--- src/rtl/pipe_stage_reg_if.sv ---
// Valid/ready handshake bundle for one side of a pipeline stage register.
// The master drives valid/data/ctrl and the slave drives ready.
interface pipe_stage_reg_if #(
  parameter int DATA_W = 32,
  parameter int CTRL_W = 16
);
  logic              valid;
  logic              ready;
  logic [DATA_W-1:0] data;
  logic [CTRL_W-1:0] ctrl;

  modport master (
    output valid,
    output data,
    output ctrl,
    input  ready
  );

  modport slave (
    input  valid,
    input  data,
    input  ctrl,
    output ready
  );
endinterface

--- src/rtl/pipe_stage_reg.sv ---
// Inter-stage pipeline register with handshake, flush and stall counter.
// PIPE_SKID_EN adds a one-entry skid so in_ready has no path from out_ready.
module pipe_stage_reg #(
  parameter int DATA_W = 32,
  parameter int CTRL_W = 16,
  parameter int CNT_W  = 16
) (
  input  logic             clk,
  input  logic             reset,
  input  logic             flush,
  pipe_stage_reg_if.slave  in_if,
  pipe_stage_reg_if.master out_if,
  output logic [CNT_W-1:0] stall_cnt
);

  logic              valid_q, valid_d;
  logic [DATA_W-1:0] data_q, data_d;
  logic [CTRL_W-1:0] ctrl_q, ctrl_d;
  logic [CNT_W-1:0]  cnt_q, cnt_d;
  logic              acc;
  logic              rel;

  assign rel = valid_q & out_if.ready;
  assign acc = in_if.valid & in_if.ready;

`ifdef PIPE_SKID_EN
  logic              sfull_q, sfull_d;
  logic [DATA_W-1:0] sdata_q, sdata_d;
  logic [CTRL_W-1:0] sctrl_q, sctrl_d;

  assign in_if.ready = ~reset & ~sfull_q;

  always_comb begin
    valid_d = valid_q;
    data_d  = data_q;
    ctrl_d  = ctrl_q;
    sfull_d = sfull_q;
    sdata_d = sdata_q;
    sctrl_d = sctrl_q;
    if (flush) begin
      valid_d = 1'b0;
      ctrl_d  = '0;
      sfull_d = 1'b0;
    end else if (rel) begin
      if (sfull_q) begin
        valid_d = 1'b1;
        data_d  = sdata_q;
        ctrl_d  = sctrl_q;
        if (acc) begin
          sdata_d = in_if.data;
          sctrl_d = in_if.ctrl;
        end else begin
          sfull_d = 1'b0;
        end
      end else if (acc) begin
        valid_d = 1'b1;
        data_d  = in_if.data;
        ctrl_d  = in_if.ctrl;
      end else begin
        valid_d = 1'b0;
        ctrl_d  = '0;
      end
    end else if (acc) begin
      // Main entry stalled: the newcomer waits behind it in the skid.
      if (valid_q) begin
        sfull_d = 1'b1;
        sdata_d = in_if.data;
        sctrl_d = in_if.ctrl;
      end else begin
        valid_d = 1'b1;
        data_d  = in_if.data;
        ctrl_d  = in_if.ctrl;
      end
    end
  end

  always_ff @(posedge clk or posedge reset) begin
    if (reset) begin
      sfull_q <= 1'b0;
      sdata_q <= '0;
      sctrl_q <= '0;
    end else begin
      sfull_q <= sfull_d;
      sdata_q <= sdata_d;
      sctrl_q <= sctrl_d;
    end
  end
`else
  assign in_if.ready = ~reset & (~valid_q | out_if.ready);

  always_comb begin
    valid_d = valid_q;
    data_d  = data_q;
    ctrl_d  = ctrl_q;
    if (flush) begin
      valid_d = 1'b0;
      ctrl_d  = '0;
    end else if (acc) begin
      valid_d = 1'b1;
      data_d  = in_if.data;
      ctrl_d  = in_if.ctrl;
    end else if (rel) begin
      valid_d = 1'b0;
      ctrl_d  = '0;
    end
  end
`endif

  always_comb begin
    cnt_d = cnt_q;
    if (valid_q & ~out_if.ready & (cnt_q != '1))
      cnt_d = cnt_q + CNT_W'(1);
  end

  always_ff @(posedge clk or posedge reset) begin
    if (reset) begin
      valid_q <= 1'b0;
      data_q  <= '0;
      ctrl_q  <= '0;
      cnt_q   <= '0;
    end else begin
      valid_q <= valid_d;
      data_q  <= data_d;
      ctrl_q  <= ctrl_d;
      cnt_q   <= cnt_d;
    end
  end

  assign out_if.valid = valid_q;
  assign out_if.data  = data_q;
  assign out_if.ctrl  = ctrl_q;
  assign stall_cnt    = cnt_q;

endmodule

--- src/flat_wrapper.sv ---
// flat-port wrapper written by rule: the top's interface ports become plain ports
module pipe_stage_reg_flat 
#(
  parameter int DATA_W = 32,
  parameter int CTRL_W = 16,
  parameter int CNT_W  = 16
)
  (clk, reset, flush, stall_cnt, in_if_valid, in_if_data, in_if_ctrl, in_if_ready, out_if_valid, out_if_data, out_if_ctrl, out_if_ready);
  pipe_stage_reg_if #(.DATA_W(DATA_W), .CTRL_W(CTRL_W)) in_if_i ();
  pipe_stage_reg_if #(.DATA_W(DATA_W), .CTRL_W(CTRL_W)) out_if_i ();
  input  logic clk;
  input  logic reset;
  input  logic flush;
  output logic [CNT_W-1:0] stall_cnt;
  input wire logic [$bits(in_if_i.valid)-1:0] in_if_valid;
  input wire logic [$bits(in_if_i.data)-1:0] in_if_data;
  input wire logic [$bits(in_if_i.ctrl)-1:0] in_if_ctrl;
  output wire logic [$bits(in_if_i.ready)-1:0] in_if_ready;
  output wire logic [$bits(out_if_i.valid)-1:0] out_if_valid;
  output wire logic [$bits(out_if_i.data)-1:0] out_if_data;
  output wire logic [$bits(out_if_i.ctrl)-1:0] out_if_ctrl;
  input wire logic [$bits(out_if_i.ready)-1:0] out_if_ready;
  assign in_if_i.valid = in_if_valid;
  assign in_if_i.data = in_if_data;
  assign in_if_i.ctrl = in_if_ctrl;
  assign in_if_ready = in_if_i.ready;
  assign out_if_valid = out_if_i.valid;
  assign out_if_data = out_if_i.data;
  assign out_if_ctrl = out_if_i.ctrl;
  assign out_if_i.ready = out_if_ready;
  pipe_stage_reg #(.DATA_W(DATA_W), .CTRL_W(CTRL_W), .CNT_W(CNT_W)) u_core (.clk(clk), .reset(reset), .flush(flush), .in_if(in_if_i), .out_if(out_if_i), .stall_cnt(stall_cnt));
endmodule
--- config.mk ---
export PLATFORM = sky130hd
export DESIGN_NAME = pipe_stage_reg_flat
export DESIGN_NICKNAME = d
export VERILOG_FILES = /design/src/rtl/pipe_stage_reg_if.sv /design/src/rtl/pipe_stage_reg.sv /design/src/flat_wrapper.sv
export SDC_FILE = /design/constraint.sdc
export NUM_CORES = 1
export LEC_CHECK = 0
export BUFFER_PORTS_ARGS = -buffer_cell sky130_fd_sc_hd__buf_2
export CORE_UTILIZATION = 50
export CTS_CLUSTER_SIZE = 24
export DETAILED_ROUTE_END_ITERATION = 10
export GPL_TIMING_DRIVEN = 0
export PLACE_DENSITY = 0.84
export SKIP_LAST_GASP = 1
export SLEW_MARGIN = 0
export SYNTH_ARGS = -nofsm -noshare
export SYNTH_HDL_FRONTEND = slang
export SYNTH_SLANG_ARGS = --single-unit
--- constraint.sdc ---
create_clock -name clk -period 5.4 [get_ports clk]
set_input_delay 0.54 -clock clk [delete_from_list [all_inputs] [get_ports clk]]
set_output_delay 0.54 -clock clk [all_outputs]
set_load 0.02 [all_outputs]
==> impl_results.md <==
- Run status: finished, final reports clean
- Crit path cell chain: nor2b_2 -> nor4b_2 -> buf_2 -> mux2_1
- Most frequent cell after synthesis: dfrtp_1
- Synthesis Warnings: 0
- Setup Fix Bufs, Post-CTS: 0
- Critical R2R Launch: u_core.out_if.valid
- Synth unique cells: 32
- Std cell rows: 26
- Worst vdd ir: about 0.27 mV
- DRC Markers: 0
- Cells after synthesis: around 180
- Max layer used: met4
- Vias: between 2k and 2.5k
- Core box area: 5110 um^2
- Worst setup margin: between 3000 and 4000 ps
- Final ANT Viol Nets: 0
- Synth top area share: approximately three fifths
- First-pass DRT Iterations: 4
- Sinks on the clock net: 65
- Xor/xnor share of the synthesized area: around 4.6%
- Fraction of layout cells with a size suffix above 1: between 40% and 50%
- Met3 WL: roughly 330 um
- Compound-cell area share of the yosys netlist: 7.38%
- Synth top area cells: dfrtp_1, mux2_1, a22o_1, xor2_1, xnor2_1
- Pwr/cell area: about 350 nW/um^2
- Mux contribution to synthesized area: about 14%
- Syn_area_per_cell: ~15 um^2
- Finished Cell Area: around 3500 um^2
- CTS tree: done
- Reg2reg end: u_core.out_if.data[8]
- Post_cts resized: 0
- Slew margin rel.: a little over two fifths
- Pre-CTS WS: between 3000 and 4000 ps
- Required time worst endpoint: 5610 ps
- FF-to-FF setup slack: about 3500 ps
- TritonCTS Buffers: 9
- Synth Area in Adders: less than 1%
- Tightest Pin Transition: 861 ps
- Die Height: approximately 75 um
- EDFF count, synth: 0
- Critical path class: register to register
- Worst-path clk slew: 70 ps
- Synth-to-layout area growth: 33.5%
- Final period util: a little over a third
- Max stage delay cell, worst path: dfrtp_1
- Slew Limit Fails: 0
- Vias in the first global route: 1944
- Hold WC Path Type: input pin to asynchronous set/reset pin
- Leakage: roughly 1.9 nW
- Drt total wl: around 5.7 mm
- Crit end category: register
- Routed length on met1: around 2.2 mm
- Max FO, Critical Path: 10
- Initial antenna violation count: 0
- Cell area after synthesis: ~2600 um^2
- Metal2 WL: around 2.9 mm
- Most frequent cells after synthesis: dfrtp_1, mux2_1, a22o_1, xor2_1
- Wirelength per Cell: approximately 15 um
- Seq/Total Area, Yosys: approximately three fifths
- Worst EP arrival: 2090 ps
- Setup crit start kind: register
- IO buf count: roughly 120
- Final GP Congestion: 0.803
- Root buf cell: clkbuf_8
- CP max stage delay: around 430 ps
- Synth Area in Simple Gates: between 10% and 20%
- 1st-iter DRT viols: 84
- FMAX: between 500 and 600 MHz
- Critical path buffers and inverters: 1
- Largest net degree at the start of global routing: 42
- Synth Register Bits: 65
- Asr flop ratio synth: 100%
- RSZ-0062 raised after global routing: no
- DP Area: between 3000 and 4000 um^2
- Setup-failing EPs final: 0
- Main combinational cell family by area after synthesis: multiplexers
- Die X-Extent: ~75 um
- H-tree level count: 3
- I/O Pins: between 100 and 150
- Worst reg-to-reg path cell count: 4
- Top_reg_cell synth: dfrtp_1
- Total GRT Usage: approximately 22%
- CP top delay family: simple AND/OR/NAND/NOR gates
- N_diodes: 0
- Nets: about 360
- Via density: about 5.3
- Tmin final: around 1900 ps
- Syn Nets: around 230
- Setup crit start: u_core.out_if.valid
- Global-route wire length before repair: between 8 and 9 mm
- Skew-Pair Late Insertion Delay: 330 ps
- DP HPWL: around 4.3 mm
- Global route overflow: 0
- Die area: between 5000 and 6000 um^2
- Cell taking the most area after synthesis: dfrtp_1
- CTS Hold Bufs: 0
- Setup TNS: 0 ps
- Final Power: around 1.2 mW
- Max-cap violations: 0
- Max Buffers Root-to-Sink: 2
- Number of hold violations in the final report: 0
- Setup Skew: ~6.0 ps
- Initial core utilization: between 50% and 60%
sequential cells by signal, summed over array words and instances (netlist names):
signal	cells
u_core.out_if.ctrl	16
u_core.out_if.data	32
u_core.out_if.valid	1
u_core.stall_cnt	16
metal layers:
metal	up-vias	global-route usage, %
met4	0	14.5
li1	921	-
met1	1001	25.0
met5	-	0
met2	102	37.5
met3	25	4.95
stage by stage:
| stage | utilization [%] | hold WS [ps] | std cells |
|---|---|---|---|
| floorplan | - | 609 | 179 |
| global placement | 65.1 | 464 | 367 |
| detailed placement | 65.6 | 471 | 368 |
| CTS | 69.2 | 410 | 384 |
| global route | 69.2 | 420 | 384 |
| finish | 69.2 | 416 | 384 |
where the power goes:
part / switching, mW / total (mW) / internal, mW
Combinational: 0.168 / 0.278 / 0.110
Sequential: 0.0458 / 0.602 / 0.556
Clock: 0.180 / 0.369 / 0.189
cells by family after synthesis:
logic type               after synthesis
XOR/XNOR                              14
adder cells (fa/ha/maj)                1
flip-flops                            65
multiplexers                          33
AO/OA/AOI/OAI                         21
buffers and inverters                  7
AND/OR/NAND/NOR                       38
worst max-delay path by stage:
stage / slack [ps] / depth (start not counted) / to
after floorplan: 3230 / 1 / u_core.out_if.ctrl[0]
after global placement: 2480 / 2 / u_core.out_if.data[25]
after detailed placement: 3360 / 5 / u_core.out_if.data[10]
after CTS: 3470 / 4 / u_core.out_if.data[8]
after global routing: 3370 / 4 / u_core.out_if.data[19]
final: 3520 / 4 / u_core.out_if.data[8]
final cells by class:
class,count,area (um^2)
Sequential cell,65,1630
Buffer,6,35.0
Inverter,1,3.75
Fill cell,393,1570
Clock inverter,5,30.0
Timing Repair Buffer,119,618
Clock buffer,11,151
Multi-Input combinational cell,107,981
Tap cell,70,87.6
cell usage in the layout, fill, tap and decap left out, types with 2 or more instances in the layout:
| cell | netlist | layout |
|---|---|---|
| dfrtp_1 | 65 | 65 |
| clkbuf_8 | 0 | 11 |
| nand2_1 | 5 | 5 |
| buf_4 | 2 | 2 |
| mux2_1 | 33 | 33 |
| nor4b_2 | 2 | 2 |
| buf_2 | 4 | 122 |
| clkinvlp_4 | 0 | 2 |
| nor3_1 | 2 | 2 |
| nand4_1 | 4 | 4 |
| nand3_1 | 5 | 5 |
| nor2_1 | 6 | 6 |
| xor2_1 | 8 | 8 |
| xnor2_1 | 6 | 6 |
| nand4_2 | 2 | 2 |
| a22o_1 | 16 | 16 |
| clkinv_2 | 0 | 3 |
| nor4_1 | 2 | 2 |
(Power assumes the default switching activity.)
